$ cat config.mk
export PLATFORM = sky130hd
export DESIGN_NAME = dps_lsflags_flat
export DESIGN_NICKNAME = d
export VERILOG_FILES = /design/src/rtl/dps_lsflags_if.sv /design/src/rtl/dps_lsflags.sv /design/src/flat_wrapper.sv
export SDC_FILE = /design/constraint.sdc
export NUM_CORES = 1
export LEC_CHECK = 0
export BUFFER_PORTS_ARGS = -buffer_cell sky130_fd_sc_hd__buf_2
export CORE_MARGIN = 2
export CORE_UTILIZATION = 45
export CTS_CLUSTER_SIZE = 10
export DETAILED_ROUTE_END_ITERATION = 10
export HOLD_SLACK_MARGIN = 0.12
export PLACE_DENSITY_LB_ADDON = 0.15
export SYNTH_ARGS = -nofsm -noshare
export SYNTH_HDL_FRONTEND = slang
export SYNTH_SLANG_ARGS = --single-unit
export TNS_END_PERCENT = 100
$ cat constraint.sdc
create_clock -name iCLOCK -period 1.1 [get_ports iCLOCK]
set_input_delay 0.11 -clock iCLOCK [delete_from_list [all_inputs] [get_ports iCLOCK]]
set_output_delay 0.11 -clock iCLOCK [all_outputs]
set_load 0.02 [all_outputs]
$ cat src/rtl/dps_lsflags_if.sv
// Bus bundle between the CPU/peripheral side and the LSFLAGS interrupt source stage.
// Carries event pulses, mask write, read-and-clear request, read data, mask readback and IRQ/ACK.
// master = driver side (peripherals, CPU, arbiter); slave = dps_lsflags.
interface dps_lsflags_if #(
   parameter int P_N = 8
);
   logic [P_N-1:0]   iEVENT;
   logic             iCONF_WR;
   logic [P_N-1:0]   iCONF_DATA;
   logic             iFLAGS_RD;
   logic             oFLAGS_VALID;
   logic [2*P_N-1:0] oFLAGS_DATA;
   logic [P_N-1:0]   oMASK;
   logic             oIRQ;
   logic             iACK;

   modport master (
      output iEVENT, iCONF_WR, iCONF_DATA, iFLAGS_RD, iACK,
      input  oFLAGS_VALID, oFLAGS_DATA, oMASK, oIRQ
   );

   modport slave (
      input  iEVENT, iCONF_WR, iCONF_DATA, iFLAGS_RD, iACK,
      output oFLAGS_VALID, oFLAGS_DATA, oMASK, oIRQ
   );
endinterface

$ cat src/rtl/dps_lsflags.sv
// Purpose: sticky event flags + overrun, enable mask, level IRQ to the DPS arbiter, read-and-clear.
// Latency: event -> flag after 1 edge, oIRQ after 2 edges; read data valid 1 cycle after iFLAGS_RD.
// Backpressure: none; events sampled every cycle, oIRQ held until iACK or withdrawn (pend=0).
// Ports: iCLOCK, inRESET (async active-low), iRESET_SYNC (sync clear), bus (dps_lsflags_if.slave):
//    iEVENT/iCONF_WR/iCONF_DATA/iFLAGS_RD/iACK in, oFLAGS_VALID/oFLAGS_DATA/oMASK/oIRQ out.
module dps_lsflags #(
   parameter int P_N = 8
) (
   input  logic           iCLOCK,
   input  logic           inRESET,
   input  logic           iRESET_SYNC,
   dps_lsflags_if.slave   bus
);

   typedef enum logic [1:0] {
      IDLE    = 2'd0,
      REQ     = 2'd1,
      SERVICE = 2'd2
   } state_t;

   state_t           state;
   state_t           stateNext;
   logic [P_N-1:0]   flags;
   logic [P_N-1:0]   overrun;
   logic [P_N-1:0]   mask;
   logic             flagsValid;
   logic [2*P_N-1:0] flagsData;
   logic             pend;

   // Pending is taken from registered flags and mask only, so no input reaches oIRQ combinationally.
   assign pend = |(flags & mask);

   // Flags, overrun, mask and read-data registers.
   always_ff @(posedge iCLOCK or negedge inRESET) begin
      if (!inRESET) begin
         flags      <= '0;
         overrun    <= '0;
         mask       <= '0;
         flagsValid <= 1'b0;
         flagsData  <= '0;
      end else if (iRESET_SYNC) begin
         flags      <= '0;
         overrun    <= '0;
         mask       <= '0;
         flagsValid <= 1'b0;
         flagsData  <= '0;
      end else begin
         flagsValid <= bus.iFLAGS_RD;
         if (bus.iFLAGS_RD) begin
            // Snapshot is pre-edge state; a same-cycle event survives the clear.
            flagsData <= {overrun, flags};
            flags     <= bus.iEVENT;
            overrun   <= '0;
         end else begin
            flags   <= flags | bus.iEVENT;
            overrun <= overrun | (flags & bus.iEVENT);
         end
         if (bus.iCONF_WR) begin
            mask <= bus.iCONF_DATA;
         end
      end
   end

   always_ff @(posedge iCLOCK or negedge inRESET) begin
      if (!inRESET) begin
         state <= IDLE;
      end else if (iRESET_SYNC) begin
         state <= IDLE;
      end else begin
         state <= stateNext;
      end
   end

   always_comb begin
      stateNext = state;
      case (state)
         IDLE: begin
            if (pend) stateNext = REQ;
         end
         REQ: begin
            // ACK wins over a withdrawal arriving in the same cycle.
            if (bus.iACK)  stateNext = SERVICE;
            else if (!pend) stateNext = IDLE;
         end
         SERVICE: begin
            // Going through IDLE lets a concurrent new event re-raise one cycle later.
            if (bus.iFLAGS_RD) stateNext = IDLE;
         end
         default: stateNext = IDLE;
      endcase
   end

   assign bus.oIRQ         = (state == REQ);
   assign bus.oMASK        = mask;
   assign bus.oFLAGS_VALID = flagsValid;
   assign bus.oFLAGS_DATA  = flagsData;

endmodule

$ cat src/flat_wrapper.sv
// flat-port wrapper written by rule: the top's interface ports become plain ports
module dps_lsflags_flat 
#(
   parameter int P_N = 8
)
  (iCLOCK, inRESET, iRESET_SYNC, bus_iEVENT, bus_iCONF_WR, bus_iCONF_DATA, bus_iFLAGS_RD, bus_iACK, bus_oFLAGS_VALID, bus_oFLAGS_DATA, bus_oMASK, bus_oIRQ);
  dps_lsflags_if #(.P_N(P_N)) bus_i ();
  input  logic iCLOCK;
  input  logic inRESET;
  input  logic iRESET_SYNC;
  input wire logic [$bits(bus_i.iEVENT)-1:0] bus_iEVENT;
  input wire logic [$bits(bus_i.iCONF_WR)-1:0] bus_iCONF_WR;
  input wire logic [$bits(bus_i.iCONF_DATA)-1:0] bus_iCONF_DATA;
  input wire logic [$bits(bus_i.iFLAGS_RD)-1:0] bus_iFLAGS_RD;
  input wire logic [$bits(bus_i.iACK)-1:0] bus_iACK;
  output wire logic [$bits(bus_i.oFLAGS_VALID)-1:0] bus_oFLAGS_VALID;
  output wire logic [$bits(bus_i.oFLAGS_DATA)-1:0] bus_oFLAGS_DATA;
  output wire logic [$bits(bus_i.oMASK)-1:0] bus_oMASK;
  output wire logic [$bits(bus_i.oIRQ)-1:0] bus_oIRQ;
  assign bus_i.iEVENT = bus_iEVENT;
  assign bus_i.iCONF_WR = bus_iCONF_WR;
  assign bus_i.iCONF_DATA = bus_iCONF_DATA;
  assign bus_i.iFLAGS_RD = bus_iFLAGS_RD;
  assign bus_i.iACK = bus_iACK;
  assign bus_oFLAGS_VALID = bus_i.oFLAGS_VALID;
  assign bus_oFLAGS_DATA = bus_i.oFLAGS_DATA;
  assign bus_oMASK = bus_i.oMASK;
  assign bus_oIRQ = bus_i.oIRQ;
  dps_lsflags #(.P_N(P_N)) u_core (.iCLOCK(iCLOCK), .inRESET(inRESET), .iRESET_SYNC(iRESET_SYNC), .bus(bus_i));
endmodule
Word level (Yosys, flattened, before mapping)
Index checks and enable logic that the tools add are counted.

Register bits after elaboration: 43. Output and inout port bits: 26. Word-level logic and storage cells: 35.

Equality and inequality tests: 5. Multiplexer cells: 15. Bitwise gates (word level): 4. Reduce and logical (&&, ||, !) cells: 5.

Operators with widths (number): $mux W8 (6); $mux W16 (2); $and A8 B8 Y8 (2); $or A8 B8 Y8 (2); $mux W2 (5); $reduce_or A8 Y1 (1); $pmux W2 S3 (1); $ne A4 B4 Y1 const B (1); $reduce_bool A2 Y1 (2); $ne A3 B2 Y1 const B (1); $ne A3 B3 Y1 const B (1); $reduce_and A3 Y1 (1); $eq A2 B1 Y1 const B (1); $eq A2 B2 Y1 const B (1); $logic_not A2 Y1 (1); $mux W1 (1).

Longest topological paths before layout
Depth after elaboration: 6. Gate-level depth with buffers: 4. Mapped depth without buffers: 3.

Least setup slack after synthesis
Ideal clock, no wire load.

Path type: register to register. From: register u_core.mask[6], in the netlist u_core.bus.oMASK[6]. To: register u_core.state[0]. Setup time: 0.111 ns. Arrival: 1.067 ns. Required time: 0.989 ns. Path slack: -0.079 ns. Cell stages (with the launch flop): 4. Path through: dfrtp_1 -> a22oi_1 -> and4_1 -> a2111oi_2.

Longest elaborated chain between the ends: 4.

RTL lines: start: declaration (RTL line dps_lsflags.sv:25) `logic [P_N-1:0] mask;`; start signal: assignment (RTL line dps_lsflags.sv:59) `mask <= bus.iCONF_DATA;`; $and A8 B8 Y8 (*) (RTL line dps_lsflags.sv:31) `assign pend = |(flags & mask);`; $reduce_or A8 Y1 (*) (RTL line dps_lsflags.sv:31); $ne A4 B4 Y1 (no source line) / $ne A3 B2 Y1 (equally long branches); $reduce_and A3 Y1 (no source line) (*); end signal: assignment (RTL line dps_lsflags.sv:70) `state <= stateNext;`; end: declaration (RTL line dps_lsflags.sv:21) `state_t state;`.

Every way passes the cells marked *; elsewhere a longest branch is shown, timed or not. A chain may end at the register's enable or synchronous reset.

Worst setup path after layout
From: register u_core.state[0]. To: output port bus_oIRQ.

Longest elaborated chain between the ends: 1.

RTL lines: $eq A2 B1 Y1 (RTL line dps_lsflags.sv:93) `assign bus.oIRQ = (state == REQ);`; end: declaration (RTL line flat_wrapper.sv:19) `output wire logic [$bits(bus_i.oIRQ)-1:0] bus_oIRQ;`.

Every way passes these cells.

==> results.ini <==
[clocking]
clk_pin_slew_worst_paths_ps = 80
cts_made_buffers = 5
ctsRootBufferMaster = clkbuf_8
cts_tree = done
htreeDepth = 2
clk_latency_ps = 290
cts_sinks = 43
max-clock-path-buffers = 2

[sta]
tightestPinTransition_ps = 254
fin_crit_ps = 1060
max_freq_ghz = 0.946
report.final.hold_viol_count = 0
relSlewSlack = 0.830
fin_setup_tns_ps = 0
rsz0062_at_grt = true
drv_slew = 0
setup_viol = 0
finClkSkew_ps = 8.42
whs_ps = 234
min_period_over_period = 0.961

[worst_setup_path]
critPathArrivalTime_ps = 950
crit_type = flip-flop to output port
crit_chain = nor2b_1 > buf_4
cp.required_ps = 990
startpoint_type = flip-flop
path_max_fanout = 2
setup.worst_path.end_class = output port
cp_num_buf_inv = 1
slowest_stage = dfrtp_1
cpLargestDelayFamily = flip-flops
cpPeakStageDelay_ps = 380

[drt]
drc = 0
drt-total-wl_um = 3670
wl_per_cell_um = 13.7
dr.pass1.iters = 6
vias = 1285
ant_nets = 0
via_per_inst = 4.78
dr.first_iter.drc_count = 52

[synthesis]
synthAdderAreaFrac = 0
synth_flop_cell = dfrtp_1
synth_top_family_by_area = multiplexers
avgSynthCellArea_um2 = 11.6
synth_seq_cells = 43
syn_nets = 167
synth_compound_area_frac = 0.0772
syn_area_um2 = 1690
yosysWarnings = 0
synth_top_area_share = 0.638
synthCells = 145
synth-edff-count = 0
synth_commonest_cells = 43 x dfrtp_1, 42 x nor2_1, 24 x mux2i_1, 17 x a21oi_1, 4 x a22oi_1
synthSimpleGateAreaFrac = 0.113
synthDistinctLibCells = 17
synth_sequential_area_ratio = 0.638
async_flop_share = 1.00
synth_area_leaders = dfrtp_1 64%, mux2i_1 14%, nor2_1 9.4%, a21oi_1 5.0%, a22oi_1 1.8%
synthXorXnorAreaFrac = 0
yosysMostFrequentCell = dfrtp_1
muxShareOfSynthArea = 0.143
yosys.area.top_type = dfrtp_1

[floorplan]
io_pins = 48
core_area_um2 = 3630
die_w_um = 65.2
row_count = 22
initial_core_util = 0.464
die_area_um2 = 4250
die-height_um = 65.2

[flow_run]
cap_violations = 0

[pwr]
cellLeakagePower_nw = 1.22
total_power_mw = 3.21
power_density_nw_per_um2 = 1370
ir_drop_v = 0.000933

[place]
placed_cells = 237
port_buffers = 47
routabilityCongestion = 0.749
place_hpwl_um = 2470

[finish]
instances_no_fill = 269
utilization = 0.646
area_delta_synth_final_pct = 39.3
insertedDiodeCount = 0
nNetsFinal = 242
drive_above_1_share = 0.344

[global_route]
first_global_vias = 1333
grt_pass1_wl_um = 6210
grt_overflow = 0
antenna_found_initial = 0
grt.total_usage = 0.196
grt_max_degree = 44

[run_status]
outcome = completed

[min_path]
hp-class = input pin to flip-flop

power breakdown:
| group | internal (mW) | switching [mW] | leakage (nW) |
|---|---|---|---|
| Clock | 0.570 | 0.506 | 0.0505 |
| Combinational | 0.208 | 0.227 | 0.607 |
| Sequential | 1.65 | 0.0530 | 0.564 |
layer usage:
| layer | up-vias | global-route usage | routed length (um) |
|---|---|---|---|
| met1 | 611 | 0.248 | 1690 |
| li1 | 635 | - | - |
| met3 | 2 | 0.0582 | 189 |
| met2 | 37 | 0.325 | 1780 |
| met5 | - | 0 | 0 |
| met4 | 0 | 0.0599 | 15 |
what timing repair did:
item | in CTS | in global routing
setup endpoints to repair | 1 | 2
resized for setup | 1 | 2
buffers inserted | 2 | 2
hold buffers | 20 | 0
endpoints found under the hold margin | 72 | 0
worst paths after layout:
check	slack, ps	end	start	depth (start not counted)
hold / removal	230	u_core.state[1]	iRESET_SYNC	3
max in group asynchronous	570	u_core.flags[0]	inRESET	3
min in group asynchronous	310	u_core.bus.oMASK[0]	inRESET	3
setup / recovery	40	bus_oIRQ	u_core.state[0]	2
hold reg to reg	520	u_core.overrun[4]	u_core.overrun[4]	2
setup reg to reg	60	u_core.state[0]	u_core.flags[5]	3
worst min-delay path, stage by stage:
cell and delay (ps):
buf_2 120, buf_4 200, a21oi_1 60
sequential cells by signal (all words and copies together), names as in the netlist:
register,flops
u_core.bus.oFLAGS_DATA,16
u_core.overrun,8
u_core.bus.oFLAGS_VALID,1
u_core.state,2
u_core.flags,8
u_core.bus.oMASK,8
metrics by stage:
step / area [um^2] / setup slack (ps)
final: 2350 / 42.4
after global routing: 2350 / -10.3
after CTS: 2330 / 38.6
after detailed placement: 2010 / 59.6
after global placement: 2010 / 82.7
after floorplan: 1700 / 108
area by class of cell:
| type | instances | area (um^2) |
|---|---|---|
| clock inverter | 1 | 7.51 |
| timing repair buffer | 76 | 531 |
| inverter | 1 | 3.75 |
| clock buffer | 7 | 96.3 |
| multi-input combinational | 93 | 561 |
| fill | 317 | 1290 |
| tap | 48 | 60.1 |
| sequential | 43 | 1090 |
logic make-up (layout without fill, tap and decap cells):
logic type	Yosys count	in the layout
buf+inv	9	85
mux	24	24
flops	43	43
compound gates	22	22
simple gates	47	47
cell usage in the layout (no fill, tap or decap):
cell / synthesis / final
a22oi_1: 4 / 4
nor2b_1: 1 / 1
dfrtp_1: 43 / 33
buf_4: 1 / 8
clkbuf_8: 0 / 7
mux2i_1: 24 / 24
clkinvlp_4: 0 / 1
buf_12: 0 / 2
clkinv_1: 1 / 1
buf_2: 3 / 46
and4_1: 1 / 1
nand2_1: 1 / 1
nand3b_1: 1 / 1
or2_2: 1 / 1
a2111oi_2: 1 / 1
a21oi_1: 17 / 17
dlygate4sd3_1: 0 / 20
nor2_1: 42 / 42
dfrtp_2: 0 / 10
Note: power is estimated with default switching activity, not from simulation.
